==> config.mk <==
export PLATFORM = sky130hd
export DESIGN_NAME = cursor_select_ctrl
export DESIGN_NICKNAME = d
export VERILOG_FILES = /design/src/rtl/cursor_select_ctrl.sv
export SDC_FILE = /design/constraint.sdc
export NUM_CORES = 1
export LEC_CHECK = 0
export ABC_AREA = 1
export BUFFER_PORTS_ARGS = -buffer_cell sky130_fd_sc_hd__buf_2
export CAP_MARGIN = 20
export CORE_MARGIN = 10
export CORE_UTILIZATION = 60
export DETAILED_ROUTE_END_ITERATION = 12
export GPL_TIMING_DRIVEN = 0
export PLACE_DENSITY = 0.89
export SLEW_MARGIN = 40
export SYNTH_ARGS = -nofsm -noshare
export SYNTH_HDL_FRONTEND = slang
export SYNTH_SLANG_ARGS = --single-unit
==> constraint.sdc <==
create_clock -name clk -period 4.5 [get_ports clk]
set_input_delay 0.225 -clock clk [delete_from_list [all_inputs] [get_ports clk]]
set_output_delay 0.225 -clock clk [all_outputs]
set_load 0.1 [all_outputs]
==> src/rtl/cursor_select_ctrl.sv <==
`default_nettype none
// ============================================================================
//  Module      : cursor_select_ctrl
//  Description : Board cursor plus a two-tile select/deselect state machine.
//                It consumes keyboard operation pulses and issues a registered
//                valid/ready swap request when two adjacent tiles are chosen.
//  Revision    : 1.0  initial release
// ============================================================================
module cursor_select_ctrl #(
  parameter int COLS  = 8,
  parameter int ROWS  = 8,
  parameter int COL_W = 3,
  parameter int ROW_W = 3,
  parameter int WRAP  = 1
) (
  input  logic             clk,
  input  logic             rst,
  input  logic [4:0]       op,
  output logic [COL_W-1:0] cur_x,
  output logic [ROW_W-1:0] cur_y,
  output logic             sel_valid,
  output logic [COL_W-1:0] sel_x,
  output logic [ROW_W-1:0] sel_y,
  output logic             req_valid,
  output logic [COL_W-1:0] req_x0,
  output logic [ROW_W-1:0] req_y0,
  output logic [COL_W-1:0] req_x1,
  output logic [ROW_W-1:0] req_y1,
  input  logic             req_ready,
  output logic [15:0]      move_cnt
);

  typedef enum logic [1:0] {
    IDLE    = 2'd0,
    ONE_SEL = 2'd1,
    REQ     = 2'd2
  } state_t;

  localparam logic [COL_W-1:0] X_MAX   = COL_W'(COLS - 1);
  localparam logic [ROW_W-1:0] Y_MAX   = ROW_W'(ROWS - 1);
  localparam logic [COL_W-1:0] X_ONE   = COL_W'(1);
  localparam logic [ROW_W-1:0] Y_ONE   = ROW_W'(1);
  localparam bit               WRAP_EN = (WRAP != 0);

  state_t           state, state_nxt;
  logic [COL_W-1:0] cur_x_nxt, sel_x_nxt, req_x0_nxt, req_x1_nxt;
  logic [ROW_W-1:0] cur_y_nxt, sel_y_nxt, req_y0_nxt, req_y1_nxt;
  logic             sel_valid_nxt, req_valid_nxt;
  logic [15:0]      move_cnt_nxt;

  // Priority decode: only the highest-priority pulse of a cycle is acted on.
  logic do_sel, do_left, do_right, do_up, do_down;
  assign do_sel   = op[0];
  assign do_left  = op[1] & ~op[0];
  assign do_right = op[2] & ~|op[1:0];
  assign do_up    = op[3] & ~|op[2:0];
  assign do_down  = op[4] & ~|op[3:0];

  // Edge detection; a move off an edge is only accepted when wrapping.
  logic at_left, at_right, at_top, at_bot, move_ok;
  assign at_left  = (cur_x == '0);
  assign at_right = (cur_x == X_MAX);
  assign at_top   = (cur_y == '0);
  assign at_bot   = (cur_y == Y_MAX);
  assign move_ok  = (do_left  & (~at_left  | WRAP_EN)) |
                    (do_right & (~at_right | WRAP_EN)) |
                    (do_up    & (~at_top   | WRAP_EN)) |
                    (do_down  & (~at_bot   | WRAP_EN));

  // Plain unsigned distance, so wrap-around never creates adjacency.
  logic [COL_W-1:0] dx;
  logic [ROW_W-1:0] dy;
  logic             same_tile, adjacent;
  assign dx        = (cur_x >= sel_x) ? (cur_x - sel_x) : (sel_x - cur_x);
  assign dy        = (cur_y >= sel_y) ? (cur_y - sel_y) : (sel_y - cur_y);
  assign same_tile = (dx == '0) && (dy == '0);
  assign adjacent  = ((dx == X_ONE) && (dy == '0)) || ((dx == '0) && (dy == Y_ONE));

  // Next-state and next-output logic; everything holds unless changed.
  always_comb begin
    state_nxt     = state;
    cur_x_nxt     = cur_x;
    cur_y_nxt     = cur_y;
    sel_valid_nxt = sel_valid;
    sel_x_nxt     = sel_x;
    sel_y_nxt     = sel_y;
    req_valid_nxt = req_valid;
    req_x0_nxt    = req_x0;
    req_y0_nxt    = req_y0;
    req_x1_nxt    = req_x1;
    req_y1_nxt    = req_y1;
    move_cnt_nxt  = move_cnt;
    case (state)
      IDLE, ONE_SEL: begin
        if (do_sel) begin
          if (state == IDLE || !(same_tile || adjacent)) begin
            // Fresh selection, or re-selection at a non-adjacent tile.
            sel_valid_nxt = 1'b1;
            sel_x_nxt     = cur_x;
            sel_y_nxt     = cur_y;
            state_nxt     = ONE_SEL;
          end else if (same_tile) begin
            sel_valid_nxt = 1'b0;
            state_nxt     = IDLE;
          end else begin
            req_valid_nxt = 1'b1;
            req_x0_nxt    = sel_x;
            req_y0_nxt    = sel_y;
            req_x1_nxt    = cur_x;
            req_y1_nxt    = cur_y;
            state_nxt     = REQ;
          end
        end else begin
          if (do_left)  cur_x_nxt = at_left  ? (WRAP_EN ? X_MAX : cur_x) : cur_x - X_ONE;
          if (do_right) cur_x_nxt = at_right ? (WRAP_EN ? '0    : cur_x) : cur_x + X_ONE;
          if (do_up)    cur_y_nxt = at_top   ? (WRAP_EN ? Y_MAX : cur_y) : cur_y - Y_ONE;
          if (do_down)  cur_y_nxt = at_bot   ? (WRAP_EN ? '0    : cur_y) : cur_y + Y_ONE;
          if (move_ok && move_cnt != 16'hFFFF) move_cnt_nxt = move_cnt + 16'd1;
        end
      end
      REQ: begin
        // Ops are dropped here; only the handshake can leave this state.
        if (req_ready) begin
          req_valid_nxt = 1'b0;
          sel_valid_nxt = 1'b0;
          state_nxt     = IDLE;
        end
      end
      default: state_nxt = IDLE;
    endcase
  end

  // State and output registers with asynchronous reset.
  always_ff @(posedge clk or posedge rst) begin
    if (rst) begin
      state     <= IDLE;
      cur_x     <= '0;
      cur_y     <= '0;
      sel_valid <= 1'b0;
      sel_x     <= '0;
      sel_y     <= '0;
      req_valid <= 1'b0;
      req_x0    <= '0;
      req_y0    <= '0;
      req_x1    <= '0;
      req_y1    <= '0;
      move_cnt  <= '0;
    end else begin
      state     <= state_nxt;
      cur_x     <= cur_x_nxt;
      cur_y     <= cur_y_nxt;
      sel_valid <= sel_valid_nxt;
      sel_x     <= sel_x_nxt;
      sel_y     <= sel_y_nxt;
      req_valid <= req_valid_nxt;
      req_x0    <= req_x0_nxt;
      req_y0    <= req_y0_nxt;
      req_x1    <= req_x1_nxt;
      req_y1    <= req_y1_nxt;
      move_cnt  <= move_cnt_nxt;
    end
  end

endmodule
`default_nettype wire
==> summary.txt, run 1 <==
Status
  • Status: completed

Placement
  • Dpl hpwl: 4700 µm
  • RePlAce Congestion: 0.828
  • Port bufs: 49
  • Placed cell areas: 0.00297 mm²

Routing
  • Drt wl/cell: 15.3 µm
  • Antenna viol nets, final: 0
  • Post-Route WL: 6160 µm
  • Detailed Routing Iterations Pass 1: 5
  • DR vias/cell: 5.47
  • 1st-iter DRT viols: 113
  • Drt drc: 0
  • Total number of vias: 2197

Critical path
  • Crit Reg-Reg Startpoint: cur_x[0]
  • Reg-to-reg critical path endpoint: req_x0[0]
  • Reg2reg setup slack: 2040 ps
  • Crit path DAT: 2650 ps
  • Setup Crit Path Kind: reg2reg
  • Req. time, crit path: 4680 ps
  • Type of origin of the critical path: flop
  • CP Max Fanout: 10
  • CP endpoint kind: flop
  • R2R depth: 12

Timing
  • # setup viols final: 0
  • Fmax: 0.406 GHz
  • Tightest Pin Transition: 567 ps
  • Post-route clock period utilization: 0.547
  • Clock Skew: 5.43 ps
  • Final Critical Period: 2460 ps
  • Relative slew slack: 0.619
  • Max Slew Vio Count: 0
  • Final Hold Violating Endpoints: 0
  • Setup_tns: 0 ps
  • RSZ-0062 raised after global routing: no

Floorplan
  • Die area: 0.00750 mm²
  • DIE WIDTH: 86.6 µm
  • Row count: 24
  • Core ar.: 0.00432 mm²
  • Height of the die: 86.6 µm
  • Starting Density: 0.615
  • I/O pin count: 50

Yosys
  • Ys flop type: dfrtp_1
  • Average size of a mapped cell: 9.11 µm²
  • Yosys warning total: 0
  • Flops & latches, synth: 44
  • Netlist cell types: 32
  • Synth async-reset ratio: 1.00
  • Syn Nets: 323
  • Sequential area share after synthesis: 0.414
  • Post-synth EDFFs: 0
  • Cells after synthesis: 292
  • Mapped Area: 0.00266 mm²

GRT
  • Gr ovfl total: 0
  • Global-route usage over all layers: 0.167
  • Vias in the first global route: 2325
  • First-pass GRT wire length: 10400 µm
  • Initial antenna violation count: 0
  • Largest net degree at the start of global routing: 45

Clock network
  • Clock transition at path regs: 80 ps
  • CTS Buf Count: 5
  • Clock tree root driver cell: clkbuf_8
  • H-tree levels: 2
  • CTS tree: built
  • Clock latency on the worst-skew pair: 290 ps
  • Sink Count: 44
  • CTS Buffer Depth: 2

Min path
  • Hold endpoint: state[1]
  • Hold path depth: 2
  • Hold_sp: req_ready
  • Hold crit path type: in2reg

Cells and area
  • Ant diodes: 0
  • Commonest non-fill, non-tap cell in the layout: nand2_1
  • Area delta synth->final: 15.5%
  • Most frequent cells in the layout: nand2_1 (62), buf_2 (50), dfrtp_1 (44)
  • Share of cells above drive strength 1: 0.306
  • Cell area after layout: 0.00307 mm²
  • Fillers: 338
  • Layout Nets: 380

Flow run
  • Max-cap check violation count: 0
==> sequential cells by signal (all words and copies together) (netlist names), 2 cells and up <==
name / count
move_cnt: 16
cur_x: 3
cur_y: 3
req_x0: 3
req_x1: 3
req_y0: 3
req_y1: 3
sel_x: 3
sel_y: 3
state: 2
==> cells in the mapped netlist (all sizes together) (2+ instances only) <==
cell type  number  area, µm²
a21oi           4       31.3
buf             4       38.8
dfrtp          44       1100
fa              4       80.1
ha             19        238
inv            32        120
nand2          78        333
nand3          15       85.1
nand4           4       40.0
nor2           18       67.6
nor3            5       30.0
nor4            2       12.5
o211ai          3       22.5
o21ai          33        236
or2             2       12.5
xnor2           9       78.8
xor2           10       87.6
==> logic make-up (layout without fill, tap and decap cells) <==
logic type	after synthesis	count (layout)	synth area share
AO/OA/AOI/OAI	43	43	0.118
XOR/XNOR	19	19	0.0626
adder cells (fa/ha/maj)	23	23	0.119
buffers and inverters	37	95	0.0611
flip-flops	44	44	0.414
AND/OR/NAND/NOR	126	126	0.225
==> how the worst max path moves through the flow <==
| stage | from | to | slack [ps] |
|---|---|---|---|
| 2_1_floorplan | cur_x[0] | req_x1[1] | 1510 |
| 3_3_place_gp | cur_x[0] | req_y1[1] | 2100 |
| 3_5_place_dp | cur_x[0] | req_x0[0] | 2050 |
| 4_1_cts | cur_x[0] | req_x0[0] | 2030 |
| 5_1_grt | cur_y[0] | req_x0[0] | 1840 |
| 6_report | cur_x[0] | req_x0[0] | 2040 |
==> area by class of cell <==
type / count / area (µm²) / share of cell area
multi-input cells: 211 / 1400 / 0.454
flip-flops and latches: 44 / 1100 / 0.358
repair buffers: 50 / 255 / 0.0831
inverters: 33 / 126 / 0.0411
clock buffers: 8 / 90.1 / 0.0293
well taps: 52 / 65.1 / 0.0212
plain buffers: 4 / 38.8 / 0.0126
==> metrics by stage <==
stage	hold slack [ps]	instances	utilization	setup slack (ps)
after floorplan	311	292	-	1510
after global placement	433	393	0.687	2100
after detailed placement	317	393	0.688	2050
after CTS	139	402	0.711	2030
after global routing	151	402	0.711	1840
final	144	402	0.711	2040
==> routing by layer <==
metal  routed length [µm]  share of wire  global-route usage
met4                   69          0.011              0.0471
met3                  347          0.056              0.0385
met2                 3160           0.51               0.293
met5                    0              0                   0
met1                 2590           0.42               0.199
==> worst max-delay path: stages (launching register included) <==
cell and delay, ps:
dfrtp_1 420, inv_1 170, ha_1 260, fa_1 480, inv_1 40, nand2_1 70
and2_1 190, nand3_2 90, nand2_2 110, nand4_4 170, buf_6 230, nand2_2 80
o21ai_2 60
==> what timing repair did <==
action                     in CTS  in global routing
hold endpoints to repair       10                  0
setup endpoints to repair       0                  0
hold buffers                    1                  0
setup buffers                   0                  0
gates resized for setup         0                  0
Power of run 1 is not shown: default switching activity piles up to over one toggle a cycle in this logic, so the estimate is an artifact.
==> run 2: changes to the inputs <==
--- a/config.mk
+++ b/config.mk
@@ -9,10 +9,10 @@
 export BUFFER_PORTS_ARGS = -buffer_cell sky130_fd_sc_hd__buf_2
 export CAP_MARGIN = 20
 export CORE_MARGIN = 10
-export CORE_UTILIZATION = 60
+export CORE_UTILIZATION = 50
 export DETAILED_ROUTE_END_ITERATION = 12
 export GPL_TIMING_DRIVEN = 0
-export PLACE_DENSITY = 0.89
+export PLACE_DENSITY = 0.8
 export SLEW_MARGIN = 40
 export SYNTH_ARGS = -nofsm -noshare
 export SYNTH_HDL_FRONTEND = slang
==> constraint.sdc (replaced) <==
create_clock -name clk -period 2.1 [get_ports clk]
set_input_delay 0.105 -clock clk [delete_from_list [all_inputs] [get_ports clk]]
set_output_delay 0.105 -clock clk [all_outputs]
set_load 0.1 [all_outputs]
==> run 2 against run 1 <==
Against the previous run:
- fmax grew 3.8%
- the flow now finishes with violations (negative setup slack)
- clock-buffer cell count stayed put
- critical path type unchanged
- clock skew rose by 3.7 ps
- global-route usage down 0.28 points
- highest routed layer unchanged
- sequential share of layout area fell by 4.2 points
==> summary.txt, run 2 (synthesis gave the netlist of run 1 again) <==
Routing
  • Drt wl/cell: 17.2 µm
  • Detailed Routing Iterations Pass 1: 6
  • Drt drc: 0
  • Antenna viol nets, final: 0
  • Total number of vias: 2398
  • 1st-iter DRT viols: 120
  • Post-Route WL: 7650 µm
  • DR vias/cell: 5.40

Floorplan
  • Die area: 0.00864 mm²
  • Core ar.: 0.00514 mm²
  • DIE WIDTH: 92.9 µm
  • Starting Density: 0.518
  • Height of the die: 92.9 µm
  • Row count: 26
  • I/O pin count: 50

Critical path
  • Setup Crit Path Kind: reg2reg
  • Type of origin of the critical path: flop
  • Reg2reg setup slack: -270 ps
  • CP endpoint kind: flop
  • Req. time, crit path: 2310 ps
  • CP Max Fanout: 6
  • Crit path DAT: 2580 ps

GRT
  • Initial antenna violation count: 0
  • Global-route usage over all layers: 0.164
  • Gr ovfl total: 0
  • Vias in the first global route: 2477
  • First-pass GRT wire length: 11600 µm
  • Largest net degree at the start of global routing: 32

Clock network
  • CTS Buffer Depth: 2
  • Clock transition at path regs: 90 ps
  • Clock latency on the worst-skew pair: 300 ps
  • H-tree levels: 2
  • Clock tree root driver cell: clkbuf_8
  • Sink Count: 44
  • CTS Buf Count: 5
  • CTS tree: built

Timing
  • Relative slew slack: 0.610
  • Final Critical Period: 2370 ps
  • # setup viols final: 22
  • RSZ-0062 raised after global routing: yes
  • Final Hold Violating Endpoints: 0
  • Max Slew Vio Count: 0
  • Tightest Pin Transition: 580 ps
  • Setup_tns: -5510 ps
  • Post-route clock period utilization: 1.13
  • Fmax: 0.421 GHz
  • Setup ws final: -274 ps
  • Clock Skew: 9.16 ps

Status
  • Failing checks: negative setup slack
  • Status: finished, violations left

Min path
  • Hold crit path type: in2reg

Placement
  • Placed cell areas: 0.00309 mm²
  • RePlAce Congestion: 0.874
  • Port bufs: 49
  • Dpl hpwl: 4570 µm

Cells and area
  • Max reg flops: 16
  • FF+latch area: 0.00115 mm²
  • Layout Nets: 404
  • Ant diodes: 0
  • Commonest non-fill, non-tap cell in the layout: nand2_1
  • Cell area after layout: 0.00364 mm²
  • Fillers: 380
  • Most frequent cells in the layout: nand2_1 (55), buf_2 (50), dfrtp_1 (24)
  • Multi-input gate area: 0.00161 mm²
  • Largest Register: move_cnt
  • Share of cells above drive strength 1: 0.489
  • Area delta synth->final: 36.7%

Flow run
  • Max-cap check violation count: 0
[run 2: cell count changes in the layout (fill, tap and decap cells not counted), moves of 7 or more]
cell     change
buf_4       +18
dfrtp_1     -20
dfrtp_4     +10
dfrtp_2     +10
ha_4         +7
nand2_1      -7
ha_1         -8
inv_1       -10
[run 2: worst paths after layout]
| check | startpoint | to | cells past startpoint |
|---|---|---|---|
| max in group asynchronous | rst | cur_x[1] | 4 |
| setup reg to reg | cur_y[0] | req_x0[0] | 11 |
| hold / removal | req_ready | state[1] | 2 |
| setup / recovery | cur_y[0] | req_x0[0] | 11 |
| hold reg to reg | req_x0[1] | req_x0[1] | 2 |
| min in group asynchronous | rst | req_y0[0] | 3 |
[run 2: layout make-up]
| class | instances | area share |
|---|---|---|
| multi-input combinational | 211 | 0.442 |
| sequential | 44 | 0.316 |
| timing repair buffer | 74 | 0.137 |
| inverter | 33 | 0.0413 |
| clock buffer | 8 | 0.0248 |
| tap | 70 | 0.0241 |
| buffer | 4 | 0.0151 |
[run 2: per-stage QoR]
step	utilization	hold slack (ps)	setup WS [ps]	std cells
5_1_grt	0.708	26.4	-387	444
4_1_cts	0.667	0.822	-109	437
6_report	0.708	17.6	-274	444
2_1_floorplan	-	191	-240	292
3_3_place_gp	0.596	315	-199	411
3_5_place_dp	0.601	37.6	-248	412
[run 2: per-layer routing]
layer | up-vias | part of all wire | track usage
met5 | - | 0 | 0
met4 | 0 | 0.029 | 0.0656
met3 | 19 | 0.046 | 0.0387
met2 | 61 | 0.51 | 0.285
met1 | 1204 | 0.41 | 0.190
li1 | 1114 | - | -
[run 2: timing repair]
item	in CTS	in global routing
gates cloned	1	1
hold buffers	1	0
endpoints found under the hold margin	44	0
endpoints found under the setup margin	22	22
pin swaps	3	9
setup buffers	15	6
resized for setup	21	32
[run 2: worst max-delay path: stages (launching register included)]
cell and delay [ps]:
dfrtp_4 540, ha_4 180, fa_2 540, nand3b_4 150
nand2_4 70, nor2_4 100, nand3_4 70, nand2_4 80
nand4_4 170, clkbuf_16 250, nand2_2 60, o21ai_2 50
Power of run 2 is left out for the same reason.
==> run 3: changes to the inputs <==
--- a/config.mk
+++ b/config.mk
@@ -8,12 +8,11 @@
 export ABC_AREA = 1
 export BUFFER_PORTS_ARGS = -buffer_cell sky130_fd_sc_hd__buf_2
 export CAP_MARGIN = 20
-export CORE_MARGIN = 10
-export CORE_UTILIZATION = 50
+export CORE_MARGIN = 3
+export CORE_UTILIZATION = 28
 export DETAILED_ROUTE_END_ITERATION = 12
 export GPL_TIMING_DRIVEN = 0
-export PLACE_DENSITY = 0.8
-export SLEW_MARGIN = 40
+export PLACE_DENSITY = 0.52
 export SYNTH_ARGS = -nofsm -noshare
 export SYNTH_HDL_FRONTEND = slang
 export SYNTH_SLANG_ARGS = --single-unit
==> run 3 against run 2 <==
Against the previous run:
- the run still ends with negative setup slack left
- setup slack better by 67 ps
- flip-flop and latch count stayed put
- register-to-register slack better by 70 ps
- via count is 6.8% lower
- core utilization is 30 points lower
==> summary.txt, run 3 (synthesis gave the netlist of run 1 again) <==
Status
  • Status: finished, violations left
  • Failing checks: negative setup slack

Placement
  • Dpl hpwl: 4600 µm
  • Port bufs: 49
  • RePlAce Congestion: 0.791
  • Placed cell areas: 0.00316 mm²

GRT
  • Global-route usage over all layers: 0.131
  • Gr ovfl total: 0
  • First-pass GRT wire length: 10900 µm
  • Largest net degree at the start of global routing: 28
  • Vias in the first global route: 2195
  • Initial antenna violation count: 0

Critical path
  • Worst Path Buf+Inv: 2
  • Type of origin of the critical path: flop
  • CP Max Fanout: 5
  • Crit Reg-Reg Startpoint: cur_y[0]
  • Reg-to-reg critical path endpoint: req_x1[1]
  • Setup Crit Path Kind: reg2reg
  • Cells along the critical path: ha_4, fa_1, nand3b_4, nand2_2, nor2_2, nand3_2, nand2_4, nand4_4, buf_12, buf_12, nand2_2, o21ai_2
  • Reg2reg setup slack: -210 ps
  • Crit path DAT: 2490 ps
  • R2R depth: 12
  • Crit-path slowest cell: dfrtp_4
  • Req. time, crit path: 2280 ps
  • CP peak stage delay: 530 ps
  • CP Launch Point: cur_y[0]
  • Delay-heaviest family, CP: adder cells
  • CP endpoint kind: flop

Cells and area
  • Multi-input gate area: 0.00154 mm²
  • Share of cells above drive strength 1: 0.469
  • Largest Register: move_cnt
  • Cell area after layout: 0.00370 mm²
  • FF+latch area: 0.00115 mm²
  • Layout Nets: 408
  • Ant diodes: 0
  • Most frequent cells in the layout: nand2_1 (57), buf_2 (50), dfrtp_1 (24)
  • Commonest non-fill, non-tap cell in the layout: nand2_1
  • Area delta synth->final: 39.1%
  • Max reg flops: 16
  • Fillers: 884

Timing
  • Tightest Pin Transition: 582 ps
  • Fmax: 0.433 GHz
  • Setup ws final: -207 ps
  • Clock Skew: 12.6 ps
  • # setup viols final: 22
  • Relative slew slack: 0.609
  • Post-route clock period utilization: 1.10
  • RSZ-0062 raised after global routing: yes
  • Final Critical Period: 2310 ps
  • Max Slew Vio Count: 0
  • Final Hold Violating Endpoints: 0
  • Setup_tns: -3910 ps

Clock network
  • CTS tree: built
  • Clock tree root driver cell: clkbuf_8
  • Sink Count: 44
  • H-tree levels: 2
  • CTS Buffer Depth: 2
  • CTS Buf Count: 5
  • Clock latency on the worst-skew pair: 290 ps
  • Clock transition at path regs: 90 ps

Min path
  • Hold path depth: 4
  • Hold_sp: op[0]
  • Hold crit path type: in2reg
  • Hold endpoint: state[0]

Floorplan
  • DIE WIDTH: 103 µm
  • Core ar.: 0.00898 mm²
  • I/O pin count: 50
  • Die area: 0.0107 mm²
  • Row count: 34
  • Starting Density: 0.296
  • Height of the die: 103 µm

Routing
  • Drt drc: 0
  • Drt wl/cell: 13.2 µm
  • Total number of vias: 2236
  • 1st-iter DRT viols: 62
  • Antenna viol nets, final: 0
  • Post-Route WL: 6640 µm
  • Detailed Routing Iterations Pass 1: 4
  • DR vias/cell: 4.45

Flow run
  • Max-cap check violation count: 0
-- run 3: layer usage --
metal	GRT usage	wire length (µm)	up-vias
met2	0.224	3270	43
met4	0.0468	158	0
met5	0	0	-
met1	0.167	2990	1066
li1	-	-	1115
met3	0.0228	225	12
-- run 3: final cells by class --
cell class,instances,share of cell area
multi-input cells,211,0.417
flip-flops and latches,44,0.311
repair buffers,78,0.153
well taps,126,0.0426
inverters,33,0.0389
clock buffers,6,0.0196
plain buffers,4,0.0162
clock inverters,1,0.00135
-- run 3: worst max-delay path by stage --
| stage | to | slack, ps | depth (start not counted) |
|---|---|---|---|
| floorplan | req_x1[1] | -240 | 12 |
| global placement | req_x1[1] | -270 | 14 |
| detailed placement | req_x1[1] | -290 | 14 |
| CTS | req_y1[0] | -190 | 12 |
| global route | sel_x[2] | -320 | 15 |
| finish | req_x1[1] | -210 | 12 |
-- run 3: tightest hold or removal path: stages --
cell and delay [ps]:
buf_2 110, nor2_1 60, inv_1 80, o21ai_1 60
-- run 3: through the flow --
stage                     cells   util  hold WS (ps)  setup WS, ps
after floorplan             292      -           191          -240
after global placement      467  0.349           316          -271
after detailed placement    468  0.352           126          -286
after CTS                   500  0.407           142          -192
after global routing        503  0.412           197          -319
final                       503  0.412           152          -207
-- run 3: what timing repair did --
item	CTS	global route
endpoints found under the hold margin	18	0
hold buffers	2	0
resized for setup	35	7
pin swaps	3	2
setup endpoints to repair	22	22
buffers inserted	20	3
gates cloned	3	0
Power of run 3 is left out for the same reason.
